File: config.mk
export PLATFORM = sky130hd
export DESIGN_NAME = hsv_pwm_sequencer
export DESIGN_NICKNAME = d
export VERILOG_FILES = /design/src/rtl/hsv_pwm_pkg.sv /design/src/rtl/hsv_pwm_sequencer_duty_ramp.sv /design/src/rtl/hsv_pwm_sequencer.sv
export SDC_FILE = /design/constraint.sdc
export NUM_CORES = 1
export LEC_CHECK = 0
export CAP_MARGIN = 20
export CELL_PAD_IN_SITES_DETAIL_PLACEMENT = 0
export CELL_PAD_IN_SITES_GLOBAL_PLACEMENT = 1
export CORE_ASPECT_RATIO = 0.7
export CORE_MARGIN = 8
export CORE_UTILIZATION = 48
export DETAILED_ROUTE_END_ITERATION = 7
export PLACE_DENSITY_LB_ADDON = 0.25
export SLEW_MARGIN = 20
export SYNTH_ARGS = -nofsm -noshare
export SYNTH_HDL_FRONTEND = slang
export SYNTH_SLANG_ARGS = --single-unit
File: constraint.sdc
create_clock -name clk -period 16.39 [get_ports clk]
set_input_delay 2.4585 -clock clk [delete_from_list [all_inputs] [get_ports clk]]
set_output_delay 2.4585 -clock clk [all_outputs]
set_load 0.05 [all_outputs]
File: src/rtl/hsv_pwm_pkg.sv
// Shared types for the HSV colour-wheel sequencer: channel roles per phase and the phase/role lookup.
// Pure declarations; no state, no flow control.
package hsv_pwm_pkg;

    typedef enum logic [1:0] {
        ROLE_LOW  = 2'd0,
        ROLE_HIGH = 2'd1,
        ROLE_RISE = 2'd2,
        ROLE_FALL = 2'd3
    } role_t;

    typedef logic [2:0] phase_t;

    typedef struct packed {
        role_t r;
        role_t g;
        role_t b;
    } phase_roles_t;

    localparam phase_t PHASE_0    = 3'd0;
    localparam phase_t PHASE_LAST = 3'd5;

    // One entry per colour-wheel phase; each phase hands one channel from flat to ramping.
    localparam phase_roles_t c_ROLE_TABLE [0:5] = '{
        '{r: ROLE_HIGH, g: ROLE_RISE, b: ROLE_LOW },
        '{r: ROLE_FALL, g: ROLE_HIGH, b: ROLE_LOW },
        '{r: ROLE_LOW,  g: ROLE_HIGH, b: ROLE_RISE},
        '{r: ROLE_LOW,  g: ROLE_FALL, b: ROLE_HIGH},
        '{r: ROLE_RISE, g: ROLE_LOW,  b: ROLE_HIGH},
        '{r: ROLE_HIGH, g: ROLE_LOW,  b: ROLE_FALL}
    };

    function automatic phase_roles_t phase_roles(input phase_t phase);
        if (phase > PHASE_LAST) begin
            return c_ROLE_TABLE[0];
        end
        return c_ROLE_TABLE[int'(phase)];
    endfunction

endpackage

File: src/rtl/hsv_pwm_sequencer_duty_ramp.sv
// Maps a channel role and the current fade step to a PWM duty value.
// Purely combinational; no flow control.
module duty_ramp
    import hsv_pwm_pkg::*;
#(
    parameter int c_PWM_INTERVAL    = 1200,
    parameter int c_STEPS_PER_PHASE = 200
) (
    input  role_t                                                          i_role,
    input  logic [((c_STEPS_PER_PHASE > 1) ? $clog2(c_STEPS_PER_PHASE) : 1)-1:0] i_step,
    output logic [$clog2(c_PWM_INTERVAL)-1:0]                              o_duty
);

    localparam int DW        = $clog2(c_PWM_INTERVAL);
    localparam int DUTY_MAX  = c_PWM_INTERVAL - 1;
    localparam int DUTY_STEP = c_PWM_INTERVAL / c_STEPS_PER_PHASE;
    localparam int RAMP_TOP  = c_STEPS_PER_PHASE * DUTY_STEP;
    // Product width covers both the largest ramp and the saturation limit, so the compare is exact.
    localparam int PRODW     = $clog2(((RAMP_TOP > DUTY_MAX) ? RAMP_TOP : DUTY_MAX) + 1);

    localparam logic [PRODW-1:0] DUTY_MAX_P  = PRODW'(DUTY_MAX);
    localparam logic [PRODW-1:0] DUTY_STEP_P = PRODW'(DUTY_STEP);
    localparam logic [DW-1:0]    DUTY_MAX_W  = DW'(DUTY_MAX);

    logic [PRODW-1:0] prod;
    logic [PRODW-1:0] ramp_sat;
    logic [DW-1:0]    ramp;

    assign prod     = PRODW'(i_step) * DUTY_STEP_P;
    assign ramp_sat = (prod > DUTY_MAX_P) ? DUTY_MAX_P : prod;
    assign ramp     = ramp_sat[DW-1:0];

    always_comb begin
        o_duty = '0;
        case (i_role)
            ROLE_LOW:  o_duty = '0;
            ROLE_HIGH: o_duty = DUTY_MAX_W;
            ROLE_RISE: o_duty = ramp;
            ROLE_FALL: o_duty = DUTY_MAX_W - ramp;
            default:   o_duty = '0;
        endcase
    end

endmodule

File: src/rtl/hsv_pwm_sequencer.sv
// Walks R/G/B duty values around a six-phase colour wheel, updating only on PWM period boundaries.
// Duty/phase outputs are registered (one cycle after the step edge); no backpressure, i_enable freezes everything.
module hsv_pwm_sequencer
    import hsv_pwm_pkg::*;
#(
    parameter int c_PWM_INTERVAL     = 1200,
    parameter int c_STEPS_PER_PHASE  = 200,
    parameter int c_PERIODS_PER_STEP = 50
) (
    input  logic                              clk,
    input  logic                              rst_n,
    input  logic                              i_enable,
    input  logic                              i_restart,
    output logic [$clog2(c_PWM_INTERVAL)-1:0] o_duty_r,
    output logic [$clog2(c_PWM_INTERVAL)-1:0] o_duty_g,
    output logic [$clog2(c_PWM_INTERVAL)-1:0] o_duty_b,
    output logic [2:0]                        o_phase,
    output logic                              o_period_start
);

    localparam int DW   = $clog2(c_PWM_INTERVAL);
    localparam int DIVW = (c_PERIODS_PER_STEP > 1) ? $clog2(c_PERIODS_PER_STEP) : 1;
    localparam int STW  = (c_STEPS_PER_PHASE > 1) ? $clog2(c_STEPS_PER_PHASE) : 1;

    localparam logic [DW-1:0]   PERIOD_LAST = DW'(c_PWM_INTERVAL - 1);
    localparam logic [DIVW-1:0] DIV_LAST    = DIVW'(c_PERIODS_PER_STEP - 1);
    localparam logic [STW-1:0]  STEP_LAST   = STW'(c_STEPS_PER_PHASE - 1);
    localparam logic [DW-1:0]   DUTY_MAX    = DW'(c_PWM_INTERVAL - 1);

    logic [DW-1:0]   period_q, period_d;
    logic [DIVW-1:0] div_q,    div_d;
    logic [STW-1:0]  step_q,   step_d;
    phase_t          phase_q,  phase_d;

    logic [DW-1:0] duty_r_q, duty_r_d;
    logic [DW-1:0] duty_g_q, duty_g_d;
    logic [DW-1:0] duty_b_q, duty_b_d;
    logic          period_start_q, period_start_d;

    logic         period_wrap;
    logic         step_tick;
    logic         step_wrap;
    phase_roles_t roles_d;

    assign period_wrap = i_enable && (period_q == PERIOD_LAST);
    assign step_tick   = period_wrap && (div_q == DIV_LAST);
    assign step_wrap   = step_tick && (step_q == STEP_LAST);

    // Restart wins over everything, including a step_tick in the same cycle.
    always_comb begin
        period_d = period_q;
        div_d    = div_q;
        step_d   = step_q;
        phase_d  = phase_q;
        if (i_restart) begin
            period_d = '0;
            div_d    = '0;
            step_d   = '0;
            phase_d  = PHASE_0;
        end else if (i_enable) begin
            period_d = period_wrap ? '0 : period_q + 1'b1;
            if (period_wrap) begin
                div_d = step_tick ? '0 : div_q + 1'b1;
            end
            if (step_tick) begin
                step_d = step_wrap ? '0 : step_q + 1'b1;
            end
            if (step_wrap) begin
                phase_d = (phase_q == PHASE_LAST) ? PHASE_0 : phase_q + 3'd1;
            end
        end
    end

    // Duties are derived from next-state so the registered outputs track (phase, step) with no lag.
    assign roles_d = phase_roles(phase_d);

    duty_ramp #(
        .c_PWM_INTERVAL   (c_PWM_INTERVAL),
        .c_STEPS_PER_PHASE(c_STEPS_PER_PHASE)
    ) u_ramp_r (
        .i_role(roles_d.r),
        .i_step(step_d),
        .o_duty(duty_r_d)
    );

    duty_ramp #(
        .c_PWM_INTERVAL   (c_PWM_INTERVAL),
        .c_STEPS_PER_PHASE(c_STEPS_PER_PHASE)
    ) u_ramp_g (
        .i_role(roles_d.g),
        .i_step(step_d),
        .o_duty(duty_g_d)
    );

    duty_ramp #(
        .c_PWM_INTERVAL   (c_PWM_INTERVAL),
        .c_STEPS_PER_PHASE(c_STEPS_PER_PHASE)
    ) u_ramp_b (
        .i_role(roles_d.b),
        .i_step(step_d),
        .o_duty(duty_b_d)
    );

    assign period_start_d = !i_restart && i_enable && (period_d == '0);

    always_ff @(posedge clk or negedge rst_n) begin
        if (!rst_n) begin
            period_q       <= '0;
            div_q          <= '0;
            step_q         <= '0;
            phase_q        <= PHASE_0;
            duty_r_q       <= DUTY_MAX;
            duty_g_q       <= '0;
            duty_b_q       <= '0;
            period_start_q <= 1'b0;
        end else begin
            period_q       <= period_d;
            div_q          <= div_d;
            step_q         <= step_d;
            phase_q        <= phase_d;
            duty_r_q       <= duty_r_d;
            duty_g_q       <= duty_g_d;
            duty_b_q       <= duty_b_d;
            period_start_q <= period_start_d;
        end
    end

    assign o_duty_r       = duty_r_q;
    assign o_duty_g       = duty_g_q;
    assign o_duty_b       = duty_b_q;
    assign o_phase        = phase_q;
    assign o_period_start = period_start_q;

endmodule

# After elaboration in Yosys (flattened, before gate mapping)
# Memory sizes are Yosys's and may differ from the RTL's.
# Index checks and enable logic that the tools add are counted.
[word_totals] output_inout_bits=37 register_bits=62 mem_bits_ro=48 latch_bits=0 in_bits=4 ram_bits=0 elab_cells=69 n_memories=1
[op_classes] order_cmp=3 div=0 n_reduce_logical=13 n_mux=24 bitwise=1 n_addsub=5 n_eq_ne=13 shifts=0 mul=1
[memory_table] name="(no name shown)" words=8 word_bits=6 rd=1 rd_ports_with_merged_regs=0 write_ports=0 line="hsv_pwm_pkg.sv:37" text="return c_ROLE_TABLE[int'(phase)];"
[ops] op="11-bit one-hot mux with 4 select lines" count=3
[ops] op="6-bit two-way mux" count=8
[ops] op="11-bit two-way mux" count=4
[ops] op="32-bit by 4-bit >= comparator with 1-bit output, second input constant" count=1
[ops] op="8-bit two-way mux" count=4
[ops] op="3-bit inverter with 32-bit output" count=1
[ops] op="2-bit equality test, second input constant" count=6
[ops] op="3-bit two-way mux" count=4
[ops] op="11-bit by 1-bit adder with 11-bit output, second input constant" count=1
[ops] op="11-bit equality test, second input constant" count=1
[ops] op="11-bit greater-than comparator, second input constant" count=1
[ops] op="11-bit zero test" count=1
[ops] op="11-bit subtractor, first input constant" count=1
[ops] op="8-bit by 2-bit multiplier with 10-bit output, second input constant" count=1
[ops] op="8-bit by 1-bit adder with 8-bit output, second input constant" count=1
[ops] op="8-bit equality test, second input constant" count=1
[ops] op="6-bit by 1-bit adder with 6-bit output, second input constant" count=1
[ops] op="2-bit by 1-bit equality test with 1-bit output, second input constant" count=3
[ops] op="6-bit equality test, second input constant" count=1
[ops] op="2-bit zero test" count=3
[ops] op="1-bit logical AND" count=5
[ops] op="2-bit nonzero test" count=2
[ops] op="3-bit by 1-bit adder with 3-bit output, second input constant" count=1
[ops] op="3-bit equality test, second input constant" count=1
[ops] op="other kinds (4)" count=4

# Logic depth before layout (Yosys ltp)
[logic_depth] word_depth=14 mapped_depth=30

# Cells and area by module
# Synthesis repeated with hierarchy kept, for this count alone.
[hier_totals] hier_cells=537 hier_area_um2=4937.2
[modules_own_cells] mod="hsv_pwm_sequencer" cells_each=228 area_per_inst_um2=2677.6 instances=1 seq_area_each_um2=1560.2
[modules_own_cells] mod="duty_ramp" cells_each=103 area_per_inst_um2=753.2 instances=3 seq_area_each_um2=0.0

# Worst setup path before layout
# No wires, ideal clock.
[synth_path] path_kind="input to register" from="input i_enable" to="register duty_r_q[8], in the netlist o_duty_r[8]" arrival_time_ns=7.107 t_required_ns=16.289 setup_slack_ns=9.183 stages=27 cell_sequence="and4_1 buf_4 and2_1 buf_2 and3_1 and3b_1 clkbuf_1 xnor2_1 nor3_1 ha_1 inv_1 fa_1 nor2b_1 o31a_1 and2_1 o211ai_1 a21oi_1 nor2_2 a41oi_4 buf_4 nor2_1 inv_1 ha_1 o31ai_1 a41oi_2 a211oi_1 o32ai_1"
[synth_via] elab_cells_between_ends=26 cone_classes="add/sub: 1; mul: 1; order compare: 2; eq/ne: 3; mux: 13; bitwise: 1; reduce/logical: 4; memory: 1"
[synth_lines] item="from (decl)" line="hsv_pwm_sequencer.sv:12" text="input logic i_enable,"
[synth_lines] item="1-bit logical AND" line="hsv_pwm_sequencer.sv:45" text="assign period_wrap = i_enable && (period_q == PERIOD_LAST);"
[synth_lines] item="1-bit logical AND" line="hsv_pwm_sequencer.sv:46" text="assign step_tick = period_wrap && (div_q == DIV_LAST);"
[synth_lines] item="1-bit logical AND" line="hsv_pwm_sequencer.sv:47" text="assign step_wrap = step_tick && (step_q == STEP_LAST);"
[synth_lines] item="8-bit two-way mux" line="hsv_pwm_sequencer.sv:66" text="step_d = step_wrap ? '0 : step_q + 1'b1;"
[synth_lines] item="8-bit two-way mux" line="hsv_pwm_sequencer.sv:65" text="if (step_tick) begin"
[synth_lines] item="8-bit two-way mux *" line="hsv_pwm_sequencer.sv:60" text="end else if (i_enable) begin"
[synth_lines] item="8-bit two-way mux *" line="hsv_pwm_sequencer.sv:55" text="if (i_restart) begin"
[synth_lines] item="via step_d[0]" line="hsv_pwm_sequencer.sv:32" text="logic [STW-1:0] step_q, step_d;"
[synth_lines] item="8-bit by 2-bit multiplier with 10-bit output *" line="hsv_pwm_sequencer_duty_ramp.sv:29" text="assign prod = PRODW'(i_step) * DUTY_STEP_P;"
[synth_lines] item="11-bit greater-than comparator" line="hsv_pwm_sequencer_duty_ramp.sv:30" text="assign ramp_sat = (prod > DUTY_MAX_P) ? DUTY_MAX_P : prod;"
[synth_lines] item="11-bit two-way mux *" line="hsv_pwm_sequencer_duty_ramp.sv:30"
[synth_lines] item="11-bit subtractor" line="hsv_pwm_sequencer_duty_ramp.sv:39" text="ROLE_FALL: o_duty = DUTY_MAX_W - ramp;"
[synth_lines] item="11-bit one-hot mux with 4 select lines *" line="hsv_pwm_sequencer_duty_ramp.sv:35" text="case (i_role)"
[synth_lines] item="via duty_r_d[8]" line="hsv_pwm_sequencer.sv:35" text="logic [DW-1:0] duty_r_q, duty_r_d;"
[synth_lines] item="to (signal assigned)" line="hsv_pwm_sequencer.sv:121" text="duty_r_q <= duty_r_d;"
[synth_lines] item="to (decl)" line="hsv_pwm_sequencer.sv:35"
# Mark *: on every way through the listed nets, which the timed path passes. The rest lies on a longest branch. The select of a mux whose other input is x is not followed.
# A chain may end at the register's enable or synchronous reset.

# Final worst setup path
# Same ends and word-level chain as after synthesis.

==> impl_results.md <==
* Status: completed
* Num rows at 27
* Min cycle time layout at 9.25 ns
* Crit. Startpoint: i_enable
* Worst-path clk slew at 0.05 ns
* Root buf cell: clkbuf_16
* Pin count of the biggest net entering global routing at 63
* Largest family of logic cells by synthesized area: simple AND/OR/NAND/NOR gates
* Commonest non-fill, non-tap cells in the layout: dfrtp_1 (55), nor2_1 (42), clkdlybuf4s50_1 (39), nand2_1 (32)
* Die area at 11400 sq um
* CP max FO at 33
* Vias in the first global route at 3142
* Mux cell area share after synthesis at under 10%
* Yosys top cell area share at 34.9%
* Routed vias/inst at 5.99
* Worst min-delay path category: flip-flop to flip-flop
* Iteration count of the initial detailed-routing pass at 4
* Clock Sinks at 62
* Synth Cell Area at 3940 sq um
* Die X at 124 um
* Max Slew Vio Count at 0
* Placer Congestion at 0.882
* Total CTS buffers at 9
* DRC at 0
* 1st-iter DRT viols at between 300 and 400
* Core Footprint at 7910 sq um
* FILL cells at 703
* Placed cell count at 545
* Clock buffer depth at 2
* Antenna diodes at 0
* Die height at a little over 90 um
* Hold buffer count at CTS at 0
* HP Start: div_q[5]
* Share of layout cells above drive strength 1 at 9.35%
* Crit. End Element: flip-flop
* Critical Path AT at ~9.5 ns
* Rel. slew slack at 24.7%
* Vias at 3362
* GRT Residual Overflow at 0
* Worst-Skew Late Latency at 0.32 ns
* Compound-gate portion of the synthesized area at between 15 and 20%
* Number of flops mapped to enable cells by yosys at 0
* Sequential element share of the synthesized area at 39.6%
* Port bufs at 40
* First-pass GRT wire length at 16500 um
* Crit path kind: input port to flip-flop
* H-tree levels at 3
* Number of synthesized register bits at 62
* CP required at 16.62 ns
* Post-CTS Setup Bufs at 0
* Slew @ Worst Pin at 1.12 ns
* Simple-gate area share of the yosys netlist at between 20% and 30%
* TNS Setup at 0 ns
* RSZ-0062 raised after global routing: false
* Clk_skew at 0.00396 ns
* R2R cell count at 22
* Unique masters post-synth at 68
* Syn nets at 445
* Worst hold path depth at 2
* XOR/XNOR Fraction of Synth Area at 7.55%
* Post-synth top flop: dfrtp_1
* Synth area leader: dfrtp_1
* Commonest non-fill, non-tap cell in the layout: dfrtp_1
* Leakage at 2.08 nW
* Max VDD drop at 0.0418 mV
* Initial antenna violation count at 0
* Max-Cap Viols at 0
* Final Setup Violations at 0
* Period utilization at 56.4%
* Initial core utilization at 49.9%
* DR WL/cell at 17.5 um
* Power density cells at 75.0 nW/um^2
* Drt total wl at 9820 um
* DP HPWL at between 7000 and 8000 um
* # IOs at 41
* Top cells by area, synth: dfrtp_1 (35%), ha_1 (5.4%), dfstp_2 (4.7%)
* Resize count post-CTS at 0
* Fin cells at 561
* Syn Area/Cell at between 9 and 10 sq um
* Reg2reg start: period_q[0]
* Mapped Cells at 423
* Setup crit start kind: input port
* Global Route Usage Sum at 17.5%
* Post-synth ARST share at 100%
* Post-Synth Adder-Cell Area at slightly below 6%
* TritonCTS clock tree: built
* Final hold violations at 0
* Layout area overhead at 18.1%
* Max Clock Freq at 108 MHz
* Final nets at between 400 and 500
* Synth Warn # at 0
* Antenna viol nets, final at 0
[routing by layer]
layer  GRT usage, %  share of wire, %
met1           26.1                51
met3           4.66               7.8
met4           5.39               1.0
met5              0                 0
met2           23.7                40
[Yosys cell counts (4+ instances only)]
library cell and number:
nor2b_1 4, and4_1 6, dfrtp_1 55, o21a_1 4, a31oi_1 6, a21o_1 4, or2_2 6, clkbuf_1 11
nand2b_1 7, o31ai_1 4, dfstp_2 7, a21oi_1 20, nand3_1 7, nand2_1 32, inv_1 19, a211o_1 4
and3_1 8, o21ai_0 17, xnor2_1 20, nand4_1 8, xor2_1 14, nor2_1 42, and2_1 5, nor3_1 17
o211ai_1 6, ha_1 17
[worst paths after layout]
check	slack [ns]	end
setup / recovery	7.14	o_duty_r[8]
setup reg to reg	9.23	o_duty_r[8]
max in group asynchronous	13.58	o_duty_g[5]
hold / removal	0.55	div_q[5]
min in group asynchronous	2.30	div_q[4]
hold reg to reg	0.55	div_q[5]
[power breakdown]
| group | internal (W) | switching [W] | total, W |
|---|---|---|---|
| registers | 0.000154 | 0.000000721 | 0.000155 |
| clock network | 0.000121 | 0.0000648 | 0.000186 |
| logic | 0.00000210 | 0.00000634 | 0.00000844 |
| total | 0.000277 | 0.0000718 | 0.000349 |
[sequential cells by signal, indices dropped and copies added (netlist names)]
name / flops
div_q: 6
o_duty_b: 11
o_duty_g: 11
o_duty_r: 11
o_period_start: 1
o_phase: 3
period_q: 11
step_q: 8
[critical path: stages]
cell	delay [ns]
clkdlybuf4s50_1	0.60
and4_1	0.34
and2_1	0.30
and3_1	0.28
and3b_1	0.33
xnor2_1	0.10
nor3_1	0.58
ha_1	0.32
inv_1	0.07
fa_1	0.41
nor2b_1	0.16
o31a_1	0.19
a41oi_2	0.16
xnor2_1	0.91
a41oi_4	0.58
nand2b_1	0.39
inv_1	0.08
ha_1	0.27
o31ai_1	0.14
a41oi_2	0.38
a211oi_1	0.12
o32ai_1	0.29
[metrics by stage]
step | hold slack (ns) | utilization, % | area, sq um | worst slack, ns | power, W
final | 0.549 | 58.9 | 4660 | 7.14 | 0.000349
after global routing | 0.565 | 58.9 | 4660 | 6.62 | 0.000361
after CTS | 0.557 | 58.9 | 4660 | 7.19 | 0.000355
after detailed placement | 0.545 | 55.2 | 4360 | 6.86 | 0.000166
after global placement | 0.532 | 55.2 | 4360 | 7.29 | 0.000166
after floorplan | 0.498 | - | 3940 | 9.18 | 0.000161
[layout make-up]
type,count,area [sq um],share of cell area [%]
Multi-Input combinational cell,321,2190,47.1
Sequential cell,62,1560,33.5
Timing Repair Buffer,42,410,8.81
Clock buffer,12,246,5.29
Tap cell,101,126,2.71
Inverter,19,71.3,1.53
Clock inverter,4,47.5,1.02
[cells by family after synthesis]
| group | Yosys count |
|---|---|
| and+or+nand+nor | 165 |
| AOI/OAI and AO/OA | 98 |
| DFF | 62 |
| buffers and inverters | 40 |
| xor gates and xnor gates | 34 |
| adders and majority gates | 18 |
| muxes | 6 |
Power figures use the tool's default switching activity.
==> RTL change 1: new RTL, same flow settings <==
`c_STEPS_PER_PHASE` is set to 200 in 2 places; all go to 300.
--- a/src/rtl/hsv_pwm_sequencer_duty_ramp.sv
+++ b/src/rtl/hsv_pwm_sequencer_duty_ramp.sv
@@ -4,7 +4,7 @@
     import hsv_pwm_pkg::*;
 #(
     parameter int c_PWM_INTERVAL    = 1200,
-    parameter int c_STEPS_PER_PHASE = 200
+    parameter int c_STEPS_PER_PHASE = 300
 ) (
     input  role_t                                                          i_role,
     input  logic [((c_STEPS_PER_PHASE > 1) ? $clog2(c_STEPS_PER_PHASE) : 1)-1:0] i_step,
--- a/src/rtl/hsv_pwm_sequencer.sv
+++ b/src/rtl/hsv_pwm_sequencer.sv
@@ -4,7 +4,7 @@
     import hsv_pwm_pkg::*;
 #(
     parameter int c_PWM_INTERVAL     = 1200,
-    parameter int c_STEPS_PER_PHASE  = 200,
+    parameter int c_STEPS_PER_PHASE  = 300,
     parameter int c_PERIODS_PER_STEP = 50
 ) (
     input  logic                              clk,
Behaviour: no difference found for any inputs over 10 cycles, from zero or initial values and one cycle with rst_n low; that may be too few to reach the edited logic, so the function may still have changed.
==> RTL change 1 against the unedited design <==
Sequential cell count shrank 2; synthesized area fell by 13%; total power down 22%; combinational power rose by 2.5%; worst setup slack better by 2.7 ns; routed wire length fell by 8.3%; via count shrank 14%; final area is 14% lower; critical path type unchanged; largest cell class unchanged; largest power group is now sequential cells.
==> RTL change 1: results (changes against the unedited design) <==
status: completed
Worst EP arrival: 6.81 ns (-2.66 ns)
fraction of the yosys area taken by sequential cells: 0.440 (+0.0441)
gpl congestion: 0.896 (+1.5%)
gr usage total: 0.188 (+0.0132)
Max IR drop VDD: 46.6 uV (+11%)
clk root buf: clkbuf_8
commonest cells in the netlist: dfrtp_1, a21oi_1, nor2_1
Synth cell types: 67 (-1.5%)
worst reg2reg path depth: 14 (-36%)
syn nets: 376 (-16%)
clk_lat worst skew: 0.34 ns (+0.02 ns)
average cell area after synthesis: 9.45 um^2 (+1.4%)
ranking of synthesized cells by area: dfrtp_1, a21oi_1, dfstp_2
Worst slew margin: 0.385 (+0.138)
DRT Wirelength: 9010 um (-8.3%)
Final nets: 409 (-14%)
number of fill cells: 612 (-13%)
1st-iter DRT viols: 300 (-2.0%)
vias in the first global route: 2,772 (-12%)
Reg2Reg Launch Point: period_q[1]
Final HPWL DP: 6380 um (-13%)
vias per cell: 5.85 (-2.3%)
Sw Ratio: 0.235 (+0.0289)
LEAKAGE: 1.70 nW (-19%)
first-pass GRT wire length: 14,700 um (-11%)
clock skew: 0.0105 ns (+0.00658 ns)
largest net degree at the start of global routing: 61 (-3.2%)
reg2reg setup slack: 12.10 ns (+2.87 ns)
first-pass detailed-route iteration total: 6 (+2)
share of layout cells above drive strength 1: 0.0948 (+0.00128)
RTL change 1: cell types whose count changed after synthesis, moves of 7 or more:
cell / change
ha_1: -8
a21oi_1: +13
o21ai_0: -7
inv_1: -11
nor2_1: -10
nand3_1: +8
xnor2_1: -8
RTL change 1: area by class of cell:
cell class              count  area (um^2)  area share
multi-input cells         271         1770       0.440
well taps                  94          118      0.0293
inverters                  11         42.5      0.0106
clock inverters             3         15.0     0.00373
clock buffers              13          149      0.0370
flip-flops and latches     60         1510       0.375
repair buffers             43          418       0.104
RTL change 1: metal layers:
| metal | GRT usage | vias up | share of wire | wire [um] |
|---|---|---|---|---|
| li1 | - | 1383 | - | - |
| met1 | 0.287 | 1372 | 0.49 | 4440 |
| met2 | 0.248 | 132 | 0.39 | 3550 |
| met3 | 0.0555 | 10 | 0.10 | 919 |
| met4 | 0.0451 | 0 | 0.010 | 91 |
| met5 | 0 | - | 0 | 0 |
RTL change 1: power by group through the flow:
| stage | Sequential, mW | Combinational (mW) | Clock (mW) |
|---|---|---|---|
| 3_5_place_dp | 0.152 | 0.00893 | 0 |
| 6_report | 0.149 | 0.00865 | 0.116 |
| 2_1_floorplan | 0.152 | 0.00369 | 0 |
| 3_3_place_gp | 0.152 | 0.00885 | 0 |
| 5_1_grt | 0.149 | 0.00993 | 0.125 |
| 4_1_cts | 0.149 | 0.00895 | 0.118 |
RTL change 1: cell families (layout without fill, tap and decap cells):
| kind of cell | Yosys count | after routing | synth area share |
|---|---|---|---|
| simple gates | 140 | 140 | 0.220 |
| compound gates | 94 | 94 | 0.190 |
| flops | 60 | 60 | 0.440 |
| buf+inv | 32 | 70 | 0.0445 |
| xor+xnor | 23 | 23 | 0.0587 |
| fa+ha+maj | 9 | 9 | 0.0328 |
| mux | 5 | 5 | 0.0146 |
RTL change 1: worst min path at each step:
stage / startpoint / endpoint / slack [ns] / cells after the start
after global placement: div_q[1] / div_q[1] / 0.56 / 2
final: div_q[1] / div_q[1] / 0.58 / 2
after global routing: div_q[5] / div_q[5] / 0.63 / 2
after detailed placement: div_q[1] / div_q[1] / 0.56 / 2
after floorplan: div_q[1] / div_q[1] / 0.53 / 2
after CTS: div_q[1] / div_q[1] / 0.58 / 2
RTL change 1: critical path, cell delays in order:
cell and delay, ns:
clkdlybuf4s50_1 0.70, and4_4 0.34, nand4_4 0.24, nor2_1 0.56, a32oi_4 0.27, inv_2 0.28, nand2_1 0.17, o21ai_1 0.35
nand2b_1 0.26, inv_1 0.07, ha_1 0.29, a22o_4 0.32, a2111o_1 0.42, o211ai_1 0.09
RTL change 1: through the flow:
stage	setup slack [ns]	area, um^2
2_1_floorplan	10.99	3430
3_3_place_gp	9.78	3860
3_5_place_dp	9.54	3860
4_1_cts	9.88	4020
5_1_grt	9.48	4020
6_report	9.83	4020
==> RTL change 2: new RTL, same flow settings <==
Made on the original files. Add an input register stage for `i_enable` and `i_restart`, without a reset; this delays them by one clock. Comments in the files are not updated.
--- a/src/rtl/hsv_pwm_sequencer.sv
+++ b/src/rtl/hsv_pwm_sequencer.sv
@@ -27,6 +27,14 @@
     localparam logic [STW-1:0]  STEP_LAST   = STW'(c_STEPS_PER_PHASE - 1);
     localparam logic [DW-1:0]   DUTY_MAX    = DW'(c_PWM_INTERVAL - 1);
 
+    logic i_enable_q;
+    logic i_restart_q;
+
+    always_ff @(posedge clk) begin
+        i_enable_q  <= i_enable;
+        i_restart_q <= i_restart;
+    end
+
     logic [DW-1:0]   period_q, period_d;
     logic [DIVW-1:0] div_q,    div_d;
     logic [STW-1:0]  step_q,   step_d;
@@ -42,7 +50,7 @@
     logic         step_wrap;
     phase_roles_t roles_d;
 
-    assign period_wrap = i_enable && (period_q == PERIOD_LAST);
+    assign period_wrap = i_enable_q && (period_q == PERIOD_LAST);
     assign step_tick   = period_wrap && (div_q == DIV_LAST);
     assign step_wrap   = step_tick && (step_q == STEP_LAST);
 
@@ -52,12 +60,12 @@
         div_d    = div_q;
         step_d   = step_q;
         phase_d  = phase_q;
-        if (i_restart) begin
+        if (i_restart_q) begin
             period_d = '0;
             div_d    = '0;
             step_d   = '0;
             phase_d  = PHASE_0;
-        end else if (i_enable) begin
+        end else if (i_enable_q) begin
             period_d = period_wrap ? '0 : period_q + 1'b1;
             if (period_wrap) begin
                 div_d = step_tick ? '0 : div_q + 1'b1;
@@ -101,7 +109,7 @@
         .o_duty(duty_b_d)
     );
 
-    assign period_start_d = !i_restart && i_enable && (period_d == '0);
+    assign period_start_d = !i_restart_q && i_enable_q && (period_d == '0);
 
     always_ff @(posedge clk or negedge rst_n) begin
         if (!rst_n) begin
Behaviour: same outputs for any inputs over 10 cycles, from zero or initial values and one cycle with rst_n low; that may be too few to reach the edited logic, so the function may still have changed.
==> RTL change 2 against the unedited design <==
Critical path depth grew 3; hold slack gained 0.051 ns; via count shrank 11%; synthesized area shrank 3.7%; final area shrank 1.8%; largest power group unchanged; final cell count shrank 6.2%; total power grew 2.5%; sequential cell count grew 2; first-iteration DRC count shrank 27%; worst setup slack gained 2.6 ns; sequential share of layout area grew 1.5 points; clock skew grew 0.0043 ns; synthesized cell count shrank 10%; routed wire length shrank 7.3%.
==> RTL change 2: results (changes against the unedited design) <==
met2 Usage GRT: 0.227 (-0.0107)
gr usage total: 0.175 (-0.000543)
CP Launch Type: flop
Async SR Flop Fraction: 0.969 (-0.0313)
post-DR wirelength/cell: 17.3 um (-1.1%)
average cell area after synthesis: 10.0 um^2 (+7.5%)
clk_lat worst skew: 0.34 ns (+0.02 ns)
Slowest cell on crit path: nor2_1
first-pass detailed-route iteration total: 5 (+1)
CP peak stage delay: 0.64 ns (-0.27 ns)
Synth cell types: 77 (+13%)
number of fill cells: 687 (-2.3%)
Placed Area: 0.00427 mm^2 (-2.1%)
fraction of the yosys area taken by sequential cells: 0.421 (+0.0257)
commonest cells in the netlist: dfrtp_1, nor2_1, a21oi_1
multiplexer area fraction after synthesis: 0.0105 (-0.00564)
met1 WL: 4650 um (-6.6%)
status: completed
Adder-Cell Fraction of Synth Area: 0.0613 (+0.00226)
clock skew: 0.00828 ns (+0.00432 ns)
largest net degree at the start of global routing: 41 (-35%)
WL met3: 768 um (+0.92%)
Final nets: 442 (-7.3%)
Final HPWL DP: 6820 um (-7.4%)
ranking of synthesized cells by area: dfrtp_1, ha_1, xnor2_1
Worst slew margin: 0.388 (+0.141)
total number of vias: 3,008 (-11%)
vias per cell: 5.72 (-4.6%)
pre-CTS setup slack: 9.95 ns (+3.09 ns)
M3 GR Usage: 0.0575 (+0.0109)
LEAKAGE: 1.99 nW (-4.5%)
met2 wire len: 3580 um (-9.7%)
worst hold start: period_q[0]
GR Util met1: 0.261 (+0.000535)
syn nets: 401 (-9.9%)
gpl congestion: 0.877 (-0.67%)
worst-path maximum fanout: 11 (-67%)
share of layout cells above drive strength 1: 0.122 (+0.0289)
first-pass GRT wire length: 15,200 um (-7.5%)
Max IR drop VDD: 58.2 uV (+39%)
Inst Count DP: 510 (-6.4%)
Reg2Reg Launch Point: div_q[1]
-- RTL change 2: power breakdown --
part / internal, mW / leakage, nW / total [mW] / switching [mW]
combinational: 0.00216 / 0.987 / 0.00790 / 0.00574
clock: 0.121 / 0.145 / 0.189 / 0.0679
sequential: 0.159 / 0.857 / 0.161 / 0.00165
total: 0.283 / 1.99 / 0.358 / 0.0753
-- RTL change 2: area by class of cell --
| cell class | count | area (um^2) | area share |
|---|---|---|---|
| multi-input cells | 286 | 2080 | 0.454 |
| flip-flops and latches | 64 | 1600 | 0.350 |
| repair buffers | 41 | 403 | 0.0881 |
| clock buffers | 11 | 243 | 0.0531 |
| well taps | 101 | 126 | 0.0276 |
| inverters | 18 | 67.6 | 0.0148 |
| clock inverters | 5 | 56.3 | 0.0123 |
-- RTL change 2: worst register-to-register path, stage by stage (launching register included) --
cell,delay (ns)
dfrtp_1,0.41
inv_1,0.07
ha_1,0.14
nand4b_1,0.23
or2_0,0.33
nor2_1,0.64
mux2i_1,0.16
or2_2,0.33
inv_1,0.11
ha_1,0.17
inv_1,0.05
fa_1,0.39
nor2b_1,0.18
o21ai_0,0.09
a21oi_1,0.48
a21oi_1,0.12
nor2_1,0.39
inv_1,0.13
a31oi_1,0.62
nor2_1,0.17
inv_1,0.09
ha_1,0.27
inv_1,0.15
a211oi_4,0.36
a311oi_1,0.15
a41o_1,0.23
-- RTL change 2: path summary, 6_finish.rpt --
kind / slack [ns] / endpoint / cells after the start
min in group asynchronous: 2.11 / o_duty_r[9] / 1
max: 9.79 / o_duty_b[8] / 25
max reg2reg: 9.79 / o_duty_b[8] / 25
max in group asynchronous: 13.36 / o_duty_r[3] / 2
min: 0.60 / period_q[0] / 2
min reg2reg: 0.60 / period_q[0] / 2
